**src/rtl/fetch_stage_if.sv**
```systemverilog
// Fetch-stage bundle: instruction memory port, hazard/redirect/halt controls
// and the IF/ID pipeline register outputs.
interface fetch_stage_if #(
  parameter int PC_W = 32
) ();
  logic [PC_W-1:0] instr_addr;
  logic [31:0]     instr_data;
  logic            stall;
  logic            redirect_valid;
  logic [PC_W-1:0] redirect_pc;
  logic            halt_req;
  logic            resume;
  logic [31:0]     if_id_instr;
  logic [PC_W-1:0] if_id_npc;
  logic            if_id_valid;
  logic            halted;
  logic [31:0]     fetch_count;

  modport master (
    output instr_addr, if_id_instr, if_id_npc, if_id_valid, halted, fetch_count,
    input  instr_data, stall, redirect_valid, redirect_pc, halt_req, resume
  );

  modport slave (
    input  instr_addr, if_id_instr, if_id_npc, if_id_valid, halted, fetch_count,
    output instr_data, stall, redirect_valid, redirect_pc, halt_req, resume
  );
endinterface

```
**src/rtl/fetch_stage.sv**
```systemverilog
// MIPS instruction fetch: PC, IF/ID register, BOOT/RUN/HALT control.
// Optional retired-fetch counter enabled by FETCH_PERF_CNT_EN.
module fetch_stage #(
  parameter int              PC_W      = 32,
  parameter logic [PC_W-1:0] RESET_PC  = '0,
  parameter int              PC_INC    = 1,
  parameter logic [31:0]     NOP_INSTR = 32'h8000_0000
) (
  input  logic         clk,
  input  logic         rst,
  fetch_stage_if.master bus
);
  typedef enum logic [1:0] {BOOT, RUN, HALT} state_t;

  typedef struct packed {
    logic [31:0]     instr;
    logic [PC_W-1:0] npc;
    logic            valid;
  } if_id_t;

  localparam if_id_t BUBBLE = '{instr: NOP_INSTR, npc: '0, valid: 1'b0};

  state_t          state;
  logic [PC_W-1:0] pc;
  logic [PC_W-1:0] pc_nxt;
  if_id_t          if_id;
  logic            halted_q;

  // modulo 2^PC_W wrap comes for free from the truncating add
  assign pc_nxt = pc + PC_W'(PC_INC);

  always_ff @(posedge clk or posedge rst) begin
    if (rst) begin
      state    <= BOOT;
      pc       <= RESET_PC;
      if_id    <= BUBBLE;
      halted_q <= 1'b0;
    end else begin
      case (state)
        BOOT: state <= RUN;
        RUN: begin
          if (bus.redirect_valid) begin
            pc    <= bus.redirect_pc;
            if_id <= BUBBLE;
          end else if (bus.stall) begin
            // hold everything
          end else if (bus.halt_req) begin
            state    <= HALT;
            halted_q <= 1'b1;
            if_id    <= BUBBLE;
          end else begin
            if_id <= '{instr: bus.instr_data, npc: pc_nxt, valid: 1'b1};
            pc    <= pc_nxt;
          end
        end
        HALT: begin
          if (bus.redirect_valid) pc <= bus.redirect_pc;
          if (bus.resume) begin
            state    <= RUN;
            halted_q <= 1'b0;
          end
        end
        default: state <= BOOT;
      endcase
    end
  end

  assign bus.instr_addr  = pc;
  assign bus.if_id_instr = if_id.instr;
  assign bus.if_id_npc   = if_id.npc;
  assign bus.if_id_valid = if_id.valid;
  assign bus.halted      = halted_q;

`ifdef FETCH_PERF_CNT_EN
  logic        do_fetch;
  logic [31:0] fcnt;

  assign do_fetch = (state == RUN) && !bus.redirect_valid && !bus.stall && !bus.halt_req;

  always_ff @(posedge clk or posedge rst) begin
    if (rst)           fcnt <= '0;
    else if (do_fetch) fcnt <= fcnt + 32'd1;
  end

  assign bus.fetch_count = fcnt;
`else
  assign bus.fetch_count = 32'h0;
`endif
endmodule

```
**src/flat_wrapper.sv**
```systemverilog
// flat-port wrapper written by rule: the top's interface ports become plain ports
module fetch_stage_flat 
#(
  parameter int              PC_W      = 32,
  parameter logic [PC_W-1:0] RESET_PC  = '0,
  parameter int              PC_INC    = 1,
  parameter logic [31:0]     NOP_INSTR = 32'h8000_0000
)
  (clk, rst, bus_instr_addr, bus_if_id_instr, bus_if_id_npc, bus_if_id_valid, bus_halted, bus_fetch_count, bus_instr_data, bus_stall, bus_redirect_valid, bus_redirect_pc, bus_halt_req, bus_resume);
  fetch_stage_if #(.PC_W(PC_W)) bus_i ();
  input  logic clk;
  input  logic rst;
  output wire logic [$bits(bus_i.instr_addr)-1:0] bus_instr_addr;
  output wire logic [$bits(bus_i.if_id_instr)-1:0] bus_if_id_instr;
  output wire logic [$bits(bus_i.if_id_npc)-1:0] bus_if_id_npc;
  output wire logic [$bits(bus_i.if_id_valid)-1:0] bus_if_id_valid;
  output wire logic [$bits(bus_i.halted)-1:0] bus_halted;
  output wire logic [$bits(bus_i.fetch_count)-1:0] bus_fetch_count;
  input wire logic [$bits(bus_i.instr_data)-1:0] bus_instr_data;
  input wire logic [$bits(bus_i.stall)-1:0] bus_stall;
  input wire logic [$bits(bus_i.redirect_valid)-1:0] bus_redirect_valid;
  input wire logic [$bits(bus_i.redirect_pc)-1:0] bus_redirect_pc;
  input wire logic [$bits(bus_i.halt_req)-1:0] bus_halt_req;
  input wire logic [$bits(bus_i.resume)-1:0] bus_resume;
  assign bus_instr_addr = bus_i.instr_addr;
  assign bus_if_id_instr = bus_i.if_id_instr;
  assign bus_if_id_npc = bus_i.if_id_npc;
  assign bus_if_id_valid = bus_i.if_id_valid;
  assign bus_halted = bus_i.halted;
  assign bus_fetch_count = bus_i.fetch_count;
  assign bus_i.instr_data = bus_instr_data;
  assign bus_i.stall = bus_stall;
  assign bus_i.redirect_valid = bus_redirect_valid;
  assign bus_i.redirect_pc = bus_redirect_pc;
  assign bus_i.halt_req = bus_halt_req;
  assign bus_i.resume = bus_resume;
  fetch_stage #(.PC_W(PC_W), .RESET_PC(RESET_PC), .PC_INC(PC_INC), .NOP_INSTR(NOP_INSTR)) u_core (.clk(clk), .rst(rst), .bus(bus_i));
endmodule
```
**config.mk**
```make
export PLATFORM = sky130hd
export DESIGN_NAME = fetch_stage_flat
export DESIGN_NICKNAME = d
export VERILOG_FILES = /design/src/rtl/fetch_stage_if.sv /design/src/rtl/fetch_stage.sv /design/src/flat_wrapper.sv
export SDC_FILE = /design/constraint.sdc
export NUM_CORES = 1
export LEC_CHECK = 0
export CAP_MARGIN = 20
export CELL_PAD_IN_SITES_DETAIL_PLACEMENT = 0
export CELL_PAD_IN_SITES_GLOBAL_PLACEMENT = 1
export CORE_UTILIZATION = 35
export CTS_CLUSTER_SIZE = 25
export DETAILED_ROUTE_END_ITERATION = 6
export PLACE_DENSITY_LB_ADDON = 0.08
export SYNTH_ARGS = -nofsm -noshare
export SYNTH_HDL_FRONTEND = slang
export SYNTH_SLANG_ARGS = --single-unit
```
**constraint.sdc**
```tcl
create_clock -name clk -period 10.48 [get_ports clk]
set_clock_uncertainty 0.2 [all_clocks]
set_input_delay 2.096 -clock clk [delete_from_list [all_inputs] [get_ports clk]]
set_output_delay 2.096 -clock clk [all_outputs]
set_load 0.05 [all_outputs]
```
---- Yosys cells after proc, flatten, opt, wreduce, memory -nomap -nowiden ----
Cells that the tools add are included.
word-level totals
  word-level logic and storage cells ...... 41
  bits of input ports ..................... 70
  output and inout bits ................... 130
  register bits ........................... 100
operators by class
  $add $sub $neg .......................... 1
  reductions and logical operators ........ 6
  mux-type cells .......................... 18
  equal/unequal tests ..................... 10
operators by type and width
  operator                 count
  $mux W65                 3
  $mux W32                 4
  $pmux W32 S2             1
  $add A32 B1 Y32 const B  1
  $ne A2 B2 Y1 const B     5
  $mux W2                  4
  $reduce_and A4 Y1        2
  $ne A3 B3 Y1 const B     2
  $pmux W2 S3              1
  $reduce_and A5 Y1        1
  $mux W1                  4
  $eq A2 B1 Y1 const B     1
  $eq A2 B2 Y1 const B     1
  $logic_not A2 Y1         1
  $ne A2 B1 Y1 const B     1
  $pmux W1 S2              1
  $reduce_and A2 Y1        1
  $reduce_bool A2 Y1       1

---- Longest topological paths before layout ----
Gate-level depths: netlist of the first run.
  word-level depth ........................ 5
  depth in mapped cells ................... 7
  mapped depth without buffers ............ 6

---- Least setup slack after synthesis of the first run ----
No wires, ideal clock.
  path kind ............................... input to register
  start point ............................. in bus_redirect_valid
  end point ............................... reg u_core.if_id (netlist bit u_core.bus.if_id_npc[21])
  stages on the path ...................... 6
  required time ........................... 10,210 ps
  library setup time ...................... 70 ps
  data arrival time ....................... 3,328 ps
  path buffers ............................ 2
  path slack .............................. 6,882 ps
  path through ............................ or2_2 > clkbuf_1 > nor2_1 > clkbuf_1 > nand3_1 > nand3_1
between the ends
  longest elaborated chain between the ends .. 2
  elaborated cells on any way between the ends .. 3
  classes of those cells .................. 1 x eq/ne; 1 x mux; 1 x reduce/logical
RTL lines
  what                                line                text
  start, declared                     flat_wrapper.sv:21  input wire logic [$bits(bus_i.redirect_valid)-1:0] bus_redirect_valid;
  $ne A2 B1 Y1 (no source line)       --
  $reduce_and A2 Y1 (no source line)  --
  end signal, assigned                fetch_stage.sv:52   if_id <= '{instr: bus.instr_data, npc: pc_nxt, valid: 1'b1};
  end, declared                       fetch_stage.sv:26   if_id_t if_id;
Parallel ways exist; a longest one is shown, timed or not.
A chain may end at the register's enable or synchronous reset.

---- Worst setup path in the final report of the first run ----
Same ends and word-level chain as after synthesis.

==> results.py, run 1 <==
metrics = {
    "drt": {
        "route.detailed.wl_per_inst_um": 16.94,
        "totalWireLength_mm": 14.27,
        "drt_drc_violations_left": 0,
        "vias_per_cell": 5.158,
        "drt_pass1_iterations": 5,
        "ant_nets": 0,
        "first_iter_violations": 184,
        "route.vias.total": 4343,
    },
    "timing": {
        "grt_setup_unrepaired": "false",
        "setup_slack_ns": 5.842,
        "tightestPinTransition_ns": 0.7003,
        "sum_of_negative_setup_slack_ns": 0,
        "min_period_over_period_pct": 44.26,
        "fin_max_slew_vios": 0,
        "timing.fmax_mhz": 215.6,
        "relSlewSlack_pct": 53.13,
        "timing.final.crit_period_ns": 4.638,
        "final-hold-violation-count": 0,
        "setup_viol": 0,
    },
    "place": {
        "place_congestion": 0.7662,
        "io_buffer_count": 167,
        "hpwlAfterDp_mm": 9.877,
        "pre_cts_slack_ns": 5.485,
        "placedCellCount": 826,
        "dpl_cell_area_um2": 6683,
    },
    "floorplanning": {
        "die_area_um2": 14640,
        "core_region_area_um2": 13830,
        "pin_count": 200,
        "rows": 43,
        "initial_cell_density_of_the_core_pct": 35.84,
        "die_h_um": 121.0,
        "die_width_um": 121.0,
    },
    "power": {
        "totalPowerFinal_w": 0.001635,
        "power_density_nw_per_um2": 233.2,
        "cell_internal_pwr_w": 0.0009202,
        "vdd.ir_drop.worst_uv": 98.49,
        "netSwitchingPower_w": 0.0007146,
        "power.share.combinational_pct": 43.4,
        "sequentialPowerShare_pct": 34.5,
        "power.leakage_nw": 2.883,
        "swShare_pct": 43.71,
        "clkPwrFrac_pct": 22.1,
    },
    "global_routing": {
        "global_route.usage.met2_pct": 32.04,
        "grt_max_degree": 56,
        "initial_antenna_violation_count": 0,
        "global_route.usage.met1_pct": 27.25,
        "grt.total_usage_pct": 20.07,
        "grt.overflow.total": 0,
        "first_global_vias": 4129,
        "global_route.peak_usage_layer": "met2",
        "gr-usage-met3_pct": 3.289,
        "grt_first_pass_wirelength_mm": 22.58,
    },
    "final_layout": {
        "multi_input_comb_area_um2": 2201,
        "final_cell_area_um2": 7009,
        "final_common_cell": "sky130_fd_sc_hd__clkdlybuf4s50_1",
        "post_layout_net_count": 728,
        "area_added_between_synthesis_and_finish_pct": 41.43,
        "antenna-diode-count": 0,
        "area.sequential_um2": 2504,
        "fillers": 1288,
        "drive_above_1_share_pct": 5.740,
        "layoutNonFillerInstCount": 842,
        "layout.cells.most_common_list": "167 x sky130_fd_sc_hd__clkdlybuf4s50_1, 99 x sky130_fd_sc_hd__dfrtp_1, 60 x sky130_fd_sc_hd__nand2_1",
    },
    "yosys": {
        "yosysWarningCount": 0,
        "synth_enable_flop_cells": 0,
        "syn-instance-count": 507,
        "synth_flop_cell": "sky130_fd_sc_hd__dfrtp_1",
        "ys_seq_elements": 100,
        "synthTopCellsByArea": "sky130_fd_sc_hd__dfrtp_1 50%, sky130_fd_sc_hd__a22o_1 5.8%, sky130_fd_sc_hd__buf_4 4.8%",
        "synth_area_per_cell_um2": 9.775,
        "synth_top_area_share_pct": 49.99,
        "synth_seq_area_share_pct": 50.52,
        "yosysTopAreaCell": "sky130_fd_sc_hd__dfrtp_1",
        "synthesis.area_um2": 4956,
        "synth.lib_cells_used.distinct": 51,
        "postSynth.asyncResetShare_pct": 100.0,
    },
    "critical_path": {
        "worstPathRequired_ns": 10.56,
        "critical_setup_path_class": "in -> reg",
        "endpoint_kind": "flop",
        "worst-endpoint-arrival_ns": 4.72,
        "startpoint_type": "primary input",
        "crit_path_max_fanout": 31,
    },
    "clock_tree": {
        "clkSinkCount": 100,
        "ctsRootBufferMaster": "sky130_fd_sc_hd__clkbuf_16",
        "clkSlewWorstSetupHoldPaths_ns": 0.07,
        "cts.htree.levels": 3,
        "holdBufCountCts": 0,
        "tritoncts_clock_tree": "yes",
        "worst_skew_pair.late_latency_ns": 0.35,
        "post_cts_resize_count": 0,
        "numCtsBuffers": 9,
        "cts_post_setup_buffers_inserted": 0,
        "cts_max_path_buffers": 2,
    },
    "flow_run": {
        "max_cap_check_violation_count": 0,
    },
    "status": {
        "outcome": "finished, final reports clean",
    },
    "worst_hold_path": {
        "holdCritPathClass": "reg -> reg",
    },
}
==> synth_stat cells (2+ instances only) <==
master and n:
sky130_fd_sc_hd__o211ai_1 3, sky130_fd_sc_hd__a221o_1 2, sky130_fd_sc_hd__nor4_1 3, sky130_fd_sc_hd__nand2_1 60, sky130_fd_sc_hd__inv_1 5, sky130_fd_sc_hd__a2bb2oi_1 2
sky130_fd_sc_hd__a21oi_1 23, sky130_fd_sc_hd__buf_1 2, sky130_fd_sc_hd__o2bb2a_1 2, sky130_fd_sc_hd__xor2_1 19, sky130_fd_sc_hd__nand3_1 27, sky130_fd_sc_hd__buf_2 3
sky130_fd_sc_hd__clkbuf_1 30, sky130_fd_sc_hd__nor2b_1 3, sky130_fd_sc_hd__a31oi_1 3, sky130_fd_sc_hd__a22o_1 33, sky130_fd_sc_hd__dfrtp_1 99, sky130_fd_sc_hd__nand4_1 15
sky130_fd_sc_hd__nor2_1 24, sky130_fd_sc_hd__nor3_1 3, sky130_fd_sc_hd__o311ai_0 11, sky130_fd_sc_hd__xnor2_1 9, sky130_fd_sc_hd__and3_1 7, sky130_fd_sc_hd__o22ai_1 5
sky130_fd_sc_hd__buf_4 32, sky130_fd_sc_hd__a22oi_1 12, sky130_fd_sc_hd__o21ai_0 44, sky130_fd_sc_hd__o21a_1 2, sky130_fd_sc_hd__and4_1 2
==> cells by family after synthesis <==
group	share of synthesized area [%]
other cells	0.07567
simple gates	15.22
mux	0.4292
compound gates	20.60
fa+ha+maj	0.2524
xor+xnor	4.948
buf+inv	7.953
flops	50.52
==> flip-flops by register name (all words and copies together) (netlist names) <==
signal	cells
u_core.bus.if_id_npc	32
u_core.bus.if_id_valid	1
u_core.bus.if_id_instr	32
u_core.bus.instr_addr	32
u_core.bus.halted	1
u_core.state	2
==> worst max-delay path: stages <==
cell                              delay [ns]
sky130_fd_sc_hd__clkdlybuf4s50_1        0.71
sky130_fd_sc_hd__o21bai_1               0.22
sky130_fd_sc_hd__a22o_1                 0.16
sky130_fd_sc_hd__buf_4                  0.26
sky130_fd_sc_hd__nand2_1                0.38
sky130_fd_sc_hd__buf_4                  0.38
sky130_fd_sc_hd__or3_1                  0.40
sky130_fd_sc_hd__nand3_1                0.09
==> cell type report <==
type	count	area share, %
sequential	100	35.72
timing repair buffer	175	24.71
clock buffer	10	3.409
tap	180	3.213
multi-input combinational	366	31.40
inverter	5	0.3035
clock inverter	6	1.250
==> power groups by stage <==
stage / combinational, W / sequential (W) / clock, W
2_1_floorplan: 0.000214 / 0.000821 / 0
3_3_place_gp: 0.000711 / 0.000566 / 0
3_5_place_dp: 0.000713 / 0.000569 / 0
4_1_cts: 0.000715 / 0.000563 / 0.000373
5_1_grt: 0.000749 / 0.000578 / 0.000384
6_report: 0.000710 / 0.000563 / 0.000362
==> path summary, 6_finish.rpt <==
path / from / endpoint / slack [ns] / cells after the start
max: bus_redirect_valid / u_core.bus.if_id_npc[21] / 5.84 / 8
min: u_core.bus.if_id_instr[31] / u_core.bus.if_id_instr[31] / 0.26 / 2
max reg2reg: u_core.state[1] / u_core.bus.if_id_npc[21] / 7.62 / 7
min reg2reg: u_core.bus.if_id_instr[31] / u_core.bus.if_id_instr[31] / 0.26 / 2
max in group asynchronous: rst / u_core.bus.if_id_instr[2] / 6.94 / 3
min in group asynchronous: rst / u_core.bus.if_id_instr[21] / 1.97 / 2
==> metal layers <==
| metal | wire, um | vias to the layer above |
|---|---|---|
| met5 | 0 | - |
| met2 | 6538 | 159 |
| met3 | 866 | 16 |
| met1 | 6613 | 2097 |
| met4 | 248 | 0 |
| li1 | - | 2071 |
==> metrics by stage <==
| stage | hold WS, ns | utilization (%) |
|---|---|---|
| finish | 0.2627 | 50.69 |
| floorplan | 0.2849 | - |
| global route | 0.2990 | 50.69 |
| detailed placement | 0.2571 | 48.33 |
| global placement | 0.2539 | 48.33 |
| CTS | 0.2681 | 50.69 |
Power figures use the tool's default switching activity.
==> inputs of run 2 (changes only) <==
--- a/config.mk
+++ b/config.mk
@@ -8,7 +8,7 @@
 export CAP_MARGIN = 20
 export CELL_PAD_IN_SITES_DETAIL_PLACEMENT = 0
 export CELL_PAD_IN_SITES_GLOBAL_PLACEMENT = 1
-export CORE_UTILIZATION = 35
+export CORE_UTILIZATION = 32
 export CTS_CLUSTER_SIZE = 25
 export DETAILED_ROUTE_END_ITERATION = 6
 export PLACE_DENSITY_LB_ADDON = 0.08
==> constraint.sdc (replaced) <==
create_clock -name clk -period 4.3 [get_ports clk]
set_clock_uncertainty 0.2 [all_clocks]
set_input_delay 0.86 -clock clk [delete_from_list [all_inputs] [get_ports clk]]
set_output_delay 0.86 -clock clk [all_outputs]
set_load 0.05 [all_outputs]
==> run 2 against run 1 <==
Net effect:
- sequential power up 140%
- total power up 140%
- critical path depth is the same
- core utilization down 4.3 points
- register-to-register slack got worse by 5.8 ns
- global-route usage is 0.65 points lower
- cell count rose by 1.2%
- flip-flop and latch count unchanged
- via count grew 1.4%
- highest routed layer unchanged
==> results.py, run 2 (synthesis gave the netlist of run 1 again) <==
metrics = {
    "clock_tree": {
        "clkSlewWorstSetupHoldPaths_ns": 0.07,
        "cts_post_setup_buffers_inserted": 0,
        "post_cts_resize_count": 0,
        "clkSinkCount": 100,
        "cts.htree.levels": 3,
        "ctsRootBufferMaster": "sky130_fd_sc_hd__clkbuf_16",
        "worst_skew_pair.late_latency_ns": 0.35,
        "holdBufCountCts": 0,
        "numCtsBuffers": 9,
        "tritoncts_clock_tree": "yes",
        "cts_max_path_buffers": 2,
    },
    "final_layout": {
        "layout.cells.most_common_list": "167 x sky130_fd_sc_hd__clkdlybuf4s50_1, 99 x sky130_fd_sc_hd__dfrtp_1, 60 x sky130_fd_sc_hd__nand2_1",
        "drive_above_1_share_pct": 6.024,
        "multi_input_comb_area_um2": 2201,
        "area_added_between_synthesis_and_finish_pct": 41.86,
        "final_cell_area_um2": 7030,
        "final_common_cell": "sky130_fd_sc_hd__clkdlybuf4s50_1",
        "fillers": 1409,
        "post_layout_net_count": 730,
        "area.sequential_um2": 2504,
        "antenna-diode-count": 0,
    },
    "critical_path": {
        "rrSetupSlack_ns": 1.83,
        "critical_setup_path_class": "in -> reg",
        "cp_slowest_stage_delay_ns": 0.71,
        "crit_path_max_fanout": 32,
        "worstPathRequired_ns": 4.38,
        "endpoint_kind": "flop",
        "startpoint_type": "primary input",
        "cell_with_the_largest_stage_delay_on_the_worst_path": "sky130_fd_sc_hd__clkdlybuf4s50_1",
        "worstReg2RegEnd": "u_core.bus.if_id_npc[21]",
        "setup.worst_path.end": "u_core.bus.if_id_npc[21]",
        "r2r.worst_path.cells": 7,
        "crit_path_frequent_cell": "sky130_fd_sc_hd__buf_4",
        "crit_chain": "clkdlybuf4s50_1 > o21bai_1 > a22o_1 > buf_4 > nand2_1 > buf_4 > or3_1 > nand3_1",
        "worst-endpoint-arrival_ns": 3.08,
        "crit-reg2reg-launch": "u_core.state[1]",
        "critPathLaunch": "bus_redirect_valid",
    },
    "flow_run": {
        "max_cap_check_violation_count": 0,
    },
    "floorplanning": {
        "core_region_area_um2": 15150,
        "rows": 45,
        "die_width_um": 126.5,
        "die_h_um": 126.5,
        "die_area_um2": 15990,
        "initial_cell_density_of_the_core_pct": 32.72,
        "pin_count": 200,
    },
    "power": {
        "totalPowerFinal_w": 0.003964,
        "vdd.ir_drop.worst_uv": 202.1,
        "power_density_nw_per_um2": 563.9,
        "power.leakage_nw": 2.886,
    },
    "global_routing": {
        "grt_first_pass_wirelength_mm": 24.45,
        "grt.overflow.total": 0,
        "grt.total_usage_pct": 19.42,
        "initial_antenna_violation_count": 0,
        "grt_max_degree": 101,
        "first_global_vias": 4340,
    },
    "place": {
        "place_congestion": 0.7112,
        "io_buffer_count": 167,
        "dpl_cell_area_um2": 6720,
        "hpwlAfterDp_mm": 10.16,
    },
    "timing": {
        "sum_of_negative_setup_slack_ns": 0,
        "timing.fmax_mhz": 334.0,
        "relSlewSlack_pct": 49.67,
        "grt_setup_unrepaired": "false",
        "fin_max_slew_vios": 0,
        "min_period_over_period_pct": 69.64,
        "final-hold-violation-count": 0,
        "timing.final.crit_period_ns": 2.994,
        "setup_viol": 0,
        "tightestPinTransition_ns": 0.7550,
    },
    "drt": {
        "drt_pass1_iterations": 4,
        "ant_nets": 0,
        "drt_drc_violations_left": 0,
        "vias_per_cell": 5.168,
        "totalWireLength_mm": 14.91,
        "route.vias.total": 4403,
        "route.detailed.wl_per_inst_um": 17.50,
        "first_iter_violations": 167,
    },
    "status": {
        "outcome": "finished, final reports clean",
    },
    "worst_hold_path": {
        "holdCritPathClass": "reg -> reg",
    },
}
run 2: critical path, delay by kind of cell:
kind | cells | cell delay, ns
AND/OR/NAND/NOR | 3 | 0.59
buffers and inverters | 3 | 1.24
AO/OA/AOI/OAI | 2 | 0.38
run 2: per-layer routing:
metal | share of wire, % | global-route usage [%]
met4 | 1.1 | 6.237
met1 | 48 | 26.92
met3 | 4.9 | 3.248
met5 | 0 | 0
met2 | 46 | 30.87
run 2: worst min path at each step:
stage                                             to  slack (ns)                        from  cells past startpoint
after global routing      u_core.bus.if_id_instr[31]        0.30  u_core.bus.if_id_instr[31]                      2
after CTS                 u_core.bus.if_id_instr[31]        0.28  u_core.bus.if_id_instr[31]                      2
after global placement    u_core.bus.if_id_instr[31]        0.25  u_core.bus.if_id_instr[31]                      2
after detailed placement  u_core.bus.if_id_instr[31]        0.26  u_core.bus.if_id_instr[31]                      2
after floorplan                      u_core.state[0]        0.28             u_core.state[0]                      1
final                     u_core.bus.if_id_instr[31]        0.27  u_core.bus.if_id_instr[31]                      2
run 2: power breakdown:
group	internal [W]	switching [W]	total [W]
combinational	0.000586	0.00116	0.00174
sequential	0.00113	0.000236	0.00137
clock	0.000474	0.000378	0.000852
total	0.00219	0.00177	0.00396
run 2: cell type report:
class,instances,share of cell area (%)
Timing Repair Buffer,177,25.02
Tap cell,188,3.346
Multi-Input combinational cell,366,31.30
Inverter,5,0.3025
Clock inverter,6,1.014
Sequential cell,100,35.61
Clock buffer,10,3.399
run 2: per-stage QoR:
| stage | util, % | std cells | setup WS, ns | hold WS (ns) |
|---|---|---|---|---|
| detailed placement | 44.37 | 836 | 0.9662 | 0.2624 |
| global placement | 44.37 | 836 | 0.9847 | 0.2470 |
| floorplan | - | 538 | 0.6229 | 0.2849 |
| CTS | 46.42 | 852 | 1.319 | 0.2751 |
| global route | 46.42 | 852 | 1.180 | 0.2951 |
| finish | 46.42 | 852 | 1.306 | 0.2680 |
